===== src/rtl/mem_port_arbiter.sv =====
// mem_port_arbiter: shares one single-ported memory between fetch and data sides.
// Ports: clk/reset (async, active-high); i_req/i_addr -> i_rdata/i_ready (fetch);
// d_req/d_we/d_addr/d_wdata -> d_rdata/d_ready (data); m_readM/m_writeM/m_address/
// m_wdata/m_rdata drive the memory; busy is high while an access holds the port.
module mem_port_arbiter #(
    parameter int WORD_SIZE       = 16,
    parameter int MEM_LATENCY     = 2,
    parameter int MAX_DATA_STREAK = 4,
    parameter int CNT_W           = 4
) (
    input  logic                 clk,
    input  logic                 reset,
    input  logic                 i_req,
    input  logic [WORD_SIZE-1:0] i_addr,
    output logic [WORD_SIZE-1:0] i_rdata,
    output logic                 i_ready,
    input  logic                 d_req,
    input  logic                 d_we,
    input  logic [WORD_SIZE-1:0] d_addr,
    input  logic [WORD_SIZE-1:0] d_wdata,
    output logic [WORD_SIZE-1:0] d_rdata,
    output logic                 d_ready,
    output logic                 m_readM,
    output logic                 m_writeM,
    output logic [WORD_SIZE-1:0] m_address,
    output logic [WORD_SIZE-1:0] m_wdata,
    input  logic [WORD_SIZE-1:0] m_rdata,
    output logic                 busy
);
    localparam int SW = $clog2(MAX_DATA_STREAK + 1);
    localparam logic [SW-1:0] MAX_S = SW'(MAX_DATA_STREAK);
    localparam logic [CNT_W-1:0] LAT_M1 = CNT_W'(MEM_LATENCY - 1);

    typedef enum logic [1:0] {IDLE, I_ACC, D_ACC} state_t;

    state_t               r_state, w_next;
    logic [CNT_W-1:0]     r_cnt;
    logic [SW-1:0]        r_streak;
    logic [WORD_SIZE-1:0] r_addr, r_wdata;
    logic                 r_we;
    logic                 w_i_req, w_d_req, w_grant_d, w_done;

    // A port's request is ignored in its own ready cycle so a held req cannot re-grant.
    assign w_i_req   = i_req & ~i_ready;
    assign w_d_req   = d_req & ~d_ready;
    assign w_grant_d = w_d_req & (~w_i_req | (r_streak < MAX_S));
    assign w_done    = (r_state != IDLE) && (r_cnt == '0);

    always_ff @(posedge clk or posedge reset)
        if (reset) r_state <= IDLE;
        else       r_state <= w_next;

    always_comb begin
        w_next = r_state;
        if (r_state == IDLE)
            w_next = w_grant_d ? D_ACC : (w_i_req ? I_ACC : IDLE);
        else if (w_done)
            w_next = IDLE;
    end

    assign busy      = r_state != IDLE;
    assign m_readM   = (r_state == I_ACC) | ((r_state == D_ACC) & ~r_we);
    assign m_writeM  = (r_state == D_ACC) & r_we;
    assign m_address = busy ? r_addr : '0;
    assign m_wdata   = m_writeM ? r_wdata : '0;

    always_ff @(posedge clk or posedge reset) begin
        if (reset) begin
            r_cnt    <= '0;
            r_streak <= '0;
            r_addr   <= '0;
            r_wdata  <= '0;
            r_we     <= 1'b0;
            i_rdata  <= '0;
            d_rdata  <= '0;
            i_ready  <= 1'b0;
            d_ready  <= 1'b0;
        end else begin
            i_ready <= w_done && (r_state == I_ACC);
            d_ready <= w_done && (r_state == D_ACC);
            if (w_done && r_state == I_ACC) i_rdata <= m_rdata;
            if (w_done && r_state == D_ACC && !r_we) d_rdata <= m_rdata;
            if (r_state != IDLE) begin
                r_cnt <= r_cnt - 1'b1;
            end else if (w_grant_d) begin
                r_addr   <= d_addr;
                r_we     <= d_we;
                r_wdata  <= d_wdata;
                r_cnt    <= LAT_M1;
                // Only data grants that make a waiting fetch wait longer extend the streak.
                r_streak <= w_i_req ? ((r_streak == MAX_S) ? r_streak : r_streak + 1'b1) : '0;
            end else if (w_i_req) begin
                r_addr   <= i_addr;
                r_we     <= 1'b0;
                r_wdata  <= '0;
                r_cnt    <= LAT_M1;
                r_streak <= '0;
            end
        end
    end
endmodule


===== config.mk =====
export PLATFORM = sky130hd
export DESIGN_NAME = mem_port_arbiter
export DESIGN_NICKNAME = d
export VERILOG_FILES = /design/src/rtl/mem_port_arbiter.sv
export SDC_FILE = /design/constraint.sdc
export NUM_CORES = 1
export LEC_CHECK = 0
export ABC_AREA = 0
export ABC_CLOCK_PERIOD_IN_PS = 2900
export CAP_MARGIN = 30
export CORE_ASPECT_RATIO = 1.75
export CORE_MARGIN = 1.5
export CORE_UTILIZATION = 44
export CTS_BUF_LIST = sky130_fd_sc_hd__clkbuf_8
export CTS_CLUSTER_SIZE = 24
export DETAILED_ROUTE_END_ITERATION = 10
export GPL_TIMING_DRIVEN = 1
export PLACE_DENSITY = 0.82
export SYNTH_ARGS = -nofsm -noshare
export SYNTH_HDL_FRONTEND = slang
export SYNTH_SLANG_ARGS = --single-unit

===== constraint.sdc =====
create_clock -name clk -period 2.9 [get_ports clk]
set_input_delay 0.29 -clock clk [delete_from_list [all_inputs] [get_ports clk]]
set_output_delay 0.29 -clock clk [all_outputs]
set_load 0.05 [all_outputs]

==> metrics.md <==
| Metric | Value |
|---|---|
| Drc violations | `0` |
| Synth unique cells | `32` |
| Main synth FF type | `dfrtp_1` |
| Worst EP required | `2.61 ns` |
| Max Cap Violations | `0` |
| DP Area | `0.004782 mm2` |
| GP Congestion | `0.8266` |
| Top Family by Delay on Critical Path | `buffers and inverters` |
| Worst slew margin | `40.77%` |
| Fmax achieved | `368.7 MHz` |
| Asr flop ratio synth | `100.0%` |
| Post-Route Skew | `0.009037 ns` |
| HP Class | `input pin to asynchronous set/reset pin` |
| DR pass1 iterations | `4` |
| Max Root-Sink Buffers | `2` |
| Synth Area per Inst | `12.13 um2` |
| CTS tree | `yes` |
| Final Setup Violations | `0` |
| Crit-path slowest cell | `clkdlybuf4s50_1` |
| Number of buffers added on ports | `137` |
| H-tree levels | `3` |
| Setup TNS | `0 ns` |
| Grt ovf | `0` |
| Syn-to-layout area delta | `50.00%` |
| Top-area cell type share of the netlist area | `57.45%` |
| Clock-pin slew on the worst setup and hold paths | `0.07 ns` |
| CTS buffer count | `9` |
| Core ar. | `0.007233 mm2` |
| Switching portion of total power | `46.28%` |
| Slew Limit Fails | `0` |
| Worst path max stage delay | `0.80 ns` |
| Crit path max fanout | `22` |
| Comb power frac | `59.7%` |
| Initial Util | `45.77%` |
| CTS Sinks | `76` |
| # rows | `41` |
| CP Buf/Inv Count | `3` |
| Post-synth EDFFs | `0` |
| Cell Int Power | `3453 uW` |
| Antenna diode count | `0` |
| Post-CTS sizing | `0` |
| Via count | `2641` |
| DRT iter0 DRCs | `168` |
| Mapped Cells | `273` |
| Final instance area | `0.004966 mm2` |
| Post-synth top cells | `dfrtp_1 (76), and2_1 (32), mux2_2 (22)` |
| Antenna-violating nets left | `0` |
| Outcome | `complete, no violations` |
| Fin. Hold Viols | `0` |
| Final wirelength | `8411 um` |
| Post-CTS Setup Bufs | `0` |
| PwrDens | `1294 mW/mm2` |
| CTS Root Cell | `clkbuf_8` |
| Clock power frac | `11.7%` |
| Synth area leaders | `dfrtp_1 (57%), mux2_2 (7.5%), and2_1 (6.0%)` |
| Clock Latency Late Sink | `0.35 ns` |
| Most frequent cell after synthesis | `dfrtp_1` |
| Slew @ Worst Pin | `0.8884 ns` |
| Ratio of cells with drive above 1 in the final layout | `14.35%` |
| Drt wl/cell | `16.69 um` |
| Worst setup SP type | `flip-flop` |
| Vias/cell | `5.240` |
| Die area | `0.008074 mm2` |
| Hold_buf cts | `0` |
| Sequential power share | `28.6%` |
| Synth area leader | `dfrtp_1` |
| #FFs+latches synth | `76` |
| Die H | `117.8 um` |
| First-pass GRT wire length | `13320 um` |
| Period utilization | `93.51%` |
| IO Pins | `138` |
| Part of the Yosys area used for sequential elements | `57.45%` |
| P_sw | `2974 uW` |
| RSZ-0062 raised after global routing | `no` |
| Cells along the critical path | `nor2_1 -> buf_4 -> inv_1 -> and2_1 -> clkdlybuf4s50_1` |
| Initial antenna violation count | `0` |
| Vias in the first global route | `2780` |
| Nets | `486` |
| Reg2reg setup slack | `0.59 ns` |
| Syn Nets | `345` |
| Crit path capture type | `output pin` |
| Netlist Area Pre-Place | `0.003311 mm2` |
| Largest net degree at the start of global routing | `35` |
| Tmin final | `2.712 ns` |
| HPWL after DPL | `6133 um` |
| Gr usage total | `22.24%` |
| Maximum VDD drop | `0.7771 mV` |
| Die outline width | `68.57 um` |
| Ys Warns | `0` |
| CP Data Arrival Time | `2.42 ns` |
| P_leak | `0.002184 uW` |
| Kind of critical path | `flip-flop to output pin` |
[worst paths after layout]
kind | start | to | cells past startpoint
setup / recovery | r_state[1] | m_address[1] | 5
max in group asynchronous | reset | d_rdata[12] | 3
hold / removal | reset | d_rdata[8] | 2
min in group clk | i_addr[0] | r_addr[0] | 3
hold reg to reg | r_wdata[9] | r_wdata[9] | 1
setup reg to reg | r_cnt[0] | d_rdata[3] | 5
[registers in the layout, indices dropped and copies added (netlist names)]
register  cells
r_wdata      16
r_we          1
d_rdata      16
i_ready       1
r_streak      3
r_cnt         4
r_state       2
d_ready       1
i_rdata      16
r_addr       16
[layout make-up]
type                    count  area [um2]
inverters                   8       31.28
multi-input cells         172        1295
repair buffers            147        1446
fillers                   562        2267
well taps                  86       107.6
clock buffers              10       137.6
clock inverters             5       46.29
flip-flops and latches     76        1902
[cells in the final DEF (no fill, tap or decap), types with 16 or more instances in the layout]
master	netlist	routed
a2bb2oi_1	16	16
a21oi_1	18	18
a22o_1	16	16
mux2_2	22	22
nand2_1	21	21
dfrtp_1	76	76
and2_1	32	32
clkdlybuf4s50_1	0	137
[cells by family after synthesis]
family / count (synthesis) / synth area share, %
xor gates and xnor gates: 1 / 0.2646
AOI/OAI and AO/OA: 63 / 13.57
DFF: 76 / 57.45
and+or+nand+nor: 73 / 11.87
muxes: 32 / 12.02
adders and majority gates: 3 / 1.134
buffers and inverters: 25 / 3.704
[per-stage QoR]
stage                     utilization (%)  std cells  total power [uW]  hold WS [ns]  worst slack, ns
after floorplan                         -        273              4435        0.4068           0.6717
after global placement              66.01        488              5613        0.4742           0.5236
after detailed placement            66.11        489              5705        0.4805           0.5597
after CTS                           68.66        504              6486        0.2639           0.1752
after global routing                68.66        504              6744        0.2988          0.06599
final                               68.66        504              6428        0.2542           0.1881
[metal layers]
| metal | part of all wire (%) | track usage [%] |
|---|---|---|
| met1 | 37 | 24.21 |
| met2 | 54 | 37.62 |
| met3 | 5.4 | 5.354 |
| met4 | 3.8 | 12.25 |
| met5 | 0 | 0 |
[power groups by stage]
stage                     Combinational (uW)  Clock [uW]  Sequential (uW)
after floorplan                         1820           0             2620
after global placement                  3780           0             1830
after detailed placement                3860           0             1850
after CTS                               3870         778             1840
after global routing                    4030         820             1890
final                                   3840         755             1840
[worst register-to-register path: stages (launching register included)]
cell,delay (ns)
dfrtp_1,0.40
inv_1,0.07
ha_1,0.16
or3b_4,0.41
or3_1,0.73
mux2_4,0.44
(Power assumes the default switching activity.)
==> variant 1 (same flow settings) <==
Encoding of `state_t`: now one-hot (3 bits for 3 states).
--- a/src/rtl/mem_port_arbiter.sv
+++ b/src/rtl/mem_port_arbiter.sv
@@ -32,5 +32,5 @@
     localparam logic [CNT_W-1:0] LAT_M1 = CNT_W'(MEM_LATENCY - 1);
 
-    typedef enum logic [1:0] {IDLE, I_ACC, D_ACC} state_t;
+    typedef enum logic [2:0] {IDLE = 3'b001, I_ACC = 3'b010, D_ACC = 3'b100} state_t;
 
     state_t               r_state, w_next;
Function: same outputs for any inputs over 10 cycles, from zero or initial values and one cycle with reset high; not proved beyond that.
==> variant 1 against the original RTL <==
Cell area rose by 5.5%; setup slack improved by 0.12 ns; worst hold slack improved by 0.088 ns; synthesized area rose by 2.6%; total power rose by 1.1%; wire length rose by 6.0%; sequential cell count rose by 1; count of clock-buffer cells in the layout rose by 1; highest routed layer unchanged.
==> variant 1: results (changes against the original RTL) <==
| Metric | Value |
|---|---|
| XOR/XNOR share of the synthesized area | `0.258% (-0.0066 points)` |
| Sink Count | `77 (+1.3%)` |
| Final Non-Filler Cells | `524 (+4.0%)` |
| Fraction of area in non-clock buffers | `30.8% (+1.6 points)` |
| Final Instance Area | `5240 um2 (+5.5%)` |
| Crit-path max FO | `20 (-9.1%)` |
| Synth top area share | `56.0% (-1.4 points)` |
| Share of layout cells above drive strength 1 | `19.0% (+4.7 points)` |
| Leak pwr | `2.29 nW (+4.7%)` |
| Worst slew margin | `40.4% (-0.40 points)` |
| Post-synthesis sequential area ratio | `56.8% (-0.67 points)` |
| Synth Area in Compound Gates | `12.2% (-1.4 points)` |
| Vias | `2740 (+3.7%)` |
| Post-Place Cell Area | `5010 um2 (+4.8%)` |
| Hold Slack | `0.342 ns (+0.0881 ns)` |
| Critical Path AT | `2.30 ns (-0.12 ns)` |
| Netlist cell types | `34 (+6.3%)` |
| GRT Overall Usage | `22.9% (+0.66 points)` |
| Fill count | `558 (-0.71%)` |
| Count of multi-input gates | `190 (+10%)` |
| Critical Path Start | `r_state[0]` |
| Cells after synthesis | `293 (+7.3%)` |
| Post-Synth Adder-Cell Area | `1.11% (-0.028 points)` |
| Dominant cells by area after synthesis | `dfrtp_1 56%, mux2_2 7.3%, and2_1 5.9%, a21oi_1 5.2%, mux2_4 4.4%` |
| Clock buf/inv share | `4.30% (+0.60 points)` |
| Number of global-route vias before repair | `2969 (+6.8%)` |
| Final worst slack | `0.309 ns (+0.121 ns)` |
| Setup repair bufs after CTS | `0 (unchanged)` |
| Area delta synth->final | `54.3%` |
| Initial DRC Count | `154 (-8.3%)` |
| Placed wire-length estimate | `6350 um (+3.5%)` |
| Multi-input combinational area share | `25.5% (-0.62 points)` |
| Setup skew after layout | `0.00880 ns (-0.000233 ns)` |
| Outcome | `finished clean` |
| DP Worst Slack | `0.540 ns (-0.0196 ns)` |
| Synth Net Count | `365 (+5.8%)` |
| Fraction of area in registers | `36.8% (-1.5 points)` |
| DRT Wirelength | `8920 um (+6.0%)` |
| Worst reg2reg path endpoint | `i_rdata[2]` |
| CP peak stage delay | `0.70 ns (-0.10 ns)` |
| Peak supply drop | `641 uV (-18%)` |
| Flop-to-flop setup slack | `0.55 ns (-0.04 ns)` |
| Largest net degree at the start of global routing | `78 (+120%)` |
| Buffers, non-clock | `145 (-1.4%)` |
## variant 1: cell count changes after synthesis, sizes merged, moves of 2 or more
cell,change
a21oi,+17
a2bb2oi,-16
buf,+3
clkbuf,-2
nand3,-3
nor2,+14
nor3,+2
nor3b,+2
o21a,+2
## variant 1: metal layers
| metal | GRT usage (%) | up-vias | wire length, um | share of wire (%) |
|---|---|---|---|---|
| met1 | 26.9 | 1346 | 3500 | 39 |
| met4 | 10.0 | 0 | 233 | 2.6 |
| met5 | 0 | - | 0 | 0 |
| li1 | - | 1268 | - | - |
| met3 | 5.16 | 15 | 504 | 5.7 |
| met2 | 39.5 | 111 | 4680 | 52 |
## variant 1: worst max-delay path: cells and delay by family (launching register included)
family                 cells  cell delay [ns]
DFF                        1             0.59
buffers and inverters      3             0.96
and+or+nand+nor            2             0.41
## variant 1: power breakdown
group / leakage, nW / switching (mW) / internal, mW
registers: 0.922 / 0.292 / 1.58
clock network: 0.121 / 0.379 / 0.526
logic: 1.24 / 2.29 / 1.43
==> variant 2 (same flow settings) <==
Made on the original files. Change the parameter `WORD_SIZE` from 16 to 32.
--- a/src/rtl/mem_port_arbiter.sv
+++ b/src/rtl/mem_port_arbiter.sv
@@ -4,5 +4,5 @@
 // m_wdata/m_rdata drive the memory; busy is high while an access holds the port.
 module mem_port_arbiter #(
-    parameter int WORD_SIZE       = 16,
+    parameter int WORD_SIZE       = 32,
     parameter int MEM_LATENCY     = 2,
     parameter int MAX_DATA_STREAK = 4,
Ports: changed (8 resized); port bits go from 138 to 266. No check against the original RTL was run, so the function may have changed too.
==> variant 2 against the original RTL <==
Sequential cell count is 64 higher; setup slack worse by 0.017 ns; wire length is 110% higher; cell area is 95% higher; via count is 90% higher; worst hold slack better by 0.14 ns; total power is 96% higher; synthesized area is 85% higher; critical path type unchanged; largest cell class unchanged.
==> variant 2: results (changes against the original RTL) <==
| Metric | Value |
|---|---|
| Initial DRC Count | `201 (+20%)` |
| Busiest grt layer | `met2` |
| Worst reg2reg path endpoint | `d_rdata[29]` |
| Initial antenna violation count | `1 (+1)` |
| Leak pwr | `4.21 nW (+93%)` |
| Via density | `5.19 (-0.86%)` |
| Met3 Usage GRT | `6.37% (+1.0 points)` |
| Clock Latency Late Sink | `0.43 ns (+0.08 ns)` |
| Post-synthesis sequential area ratio | `57.3% (-0.10 points)` |
| Hold Slack | `0.393 ns (+0.139 ns)` |
| H-tree Lvls | `4 (+1)` |
| Fill count | `910 (+62%)` |
| Placed wire-length estimate | `13100 um (+110%)` |
| Flop-to-flop setup slack | `0.71 ns (+0.12 ns)` |
| Largest net degree at the start of global routing | `141 (+300%)` |
| First-pass GRT wire length | `28600 um (+110%)` |
| TritonCTS buffer count | `17 (+8)` |
| Crit-path max FO | `38 (+73%)` |
| Share of layout cells above drive strength 1 | `15.1% (+0.71 points)` |
| GP Congestion | `0.817 (-1.2%)` |
| Port Buf Inserts | `265 (+93%)` |
| Number of global-route vias before repair | `5669 (+100%)` |
| Netlist cell types | `34 (+6.3%)` |
| Dominant cells by area after synthesis | `dfrtp_1 57%, mux2_4 7.4%, and2_1 6.6%, mux2_1 5.7%, a21oi_1 5.4%` |
| Synth Net Count | `653 (+89%)` |
| Fraction of power spent switching nets | `47.4% (+1.1 points)` |
| Hold/Removal Path Class | `in -> reg` |
| Peak supply drop | `1190 uV (+54%)` |
| M2 GR Usage | `44.9% (+7.3 points)` |
| Commonest cells in the netlist | `140 x dfrtp_1, 66 x a21oi_1, 64 x and2_1, 40 x nand2_1, 34 x nor2_1` |
| Clock-pin slew on the worst setup and hold paths | `0.09 ns (+0.02 ns)` |
| Outcome | `finished clean` |
==> variant 2: cell types whose count changed after synthesis, sizes merged, moves of 5 or more <==
cell,before,now
a21oi,18,67
a22o,16,32
a2bb2oi,16,0
and2,32,64
buf,6,19
clkbuf,11,16
dfrtp,76,140
mux2,32,64
nand2,21,41
nor2,5,36
==> variant 2: area by class of cell <==
cell class	instances	share of cell area [%]
Sequential cell	140	36.2
Timing Repair Buffer	276	32.0
Multi-Input combinational cell	334	24.7
Clock buffer	20	2.85
Tap cell	174	2.25
Clock inverter	12	1.68
Inverter	8	0.349
Antenna cell	1	0.0259
==> variant 2: per-stage QoR <==
step | area, um2 | setup WS [ns] | std cells
2_1_floorplan | 6110 | 0.690 | 517
3_3_place_gp | 9210 | 0.619 | 931
3_5_place_dp | 9230 | 0.586 | 932
4_1_cts | 9670 | 0.127 | 964
5_1_grt | 9670 | 0.0326 | 965
6_report | 9670 | 0.171 | 965
==> variant 2: worst max path at each step <==
stage	slack (ns)	end	cells past startpoint	startpoint
after CTS	0.13	m_address[10]	4	r_state[1]
final	0.17	m_address[10]	4	r_state[1]
after global placement	0.62	r_wdata[25]	6	i_req
after detailed placement	0.59	r_wdata[8]	6	i_req
after global routing	0.03	m_address[10]	4	r_state[1]
after floorplan	0.69	m_address[23]	5	r_state[1]
==> variant 2: cells by family after synthesis <==
group | share of synthesized area, %
AO/OA/AOI/OAI | 11.7
XOR/XNOR | 0.143
adder cells (fa/ha/maj) | 0.614
buffers and inverters | 3.87
flip-flops | 57.3
multiplexers | 13.6
AND/OR/NAND/NOR | 12.7
==> variant 2: critical path, stage by stage (launching register included) <==
cell,delay (ns)
dfrtp_1,0.43
nor2_4,0.10
inv_2,0.43
and2_1,0.24
clkdlybuf4s50_1,0.81
==> variant 2: routing by layer <==
layer,share of wire [%],up-vias
met5,0,-
met4,5.2,0
met3,6.8,57
met2,55,256
met1,33,2425
li1,-,2275
==> variant 2: power groups by stage <==
stage	Sequential [mW]	Combinational [mW]	Clock, mW
after floorplan	4.96	3.35	0
after global placement	3.43	7.26	0
after detailed placement	3.48	7.45	0
after CTS	3.47	7.47	1.75
after global routing	3.57	7.77	1.82
final	3.47	7.42	1.70
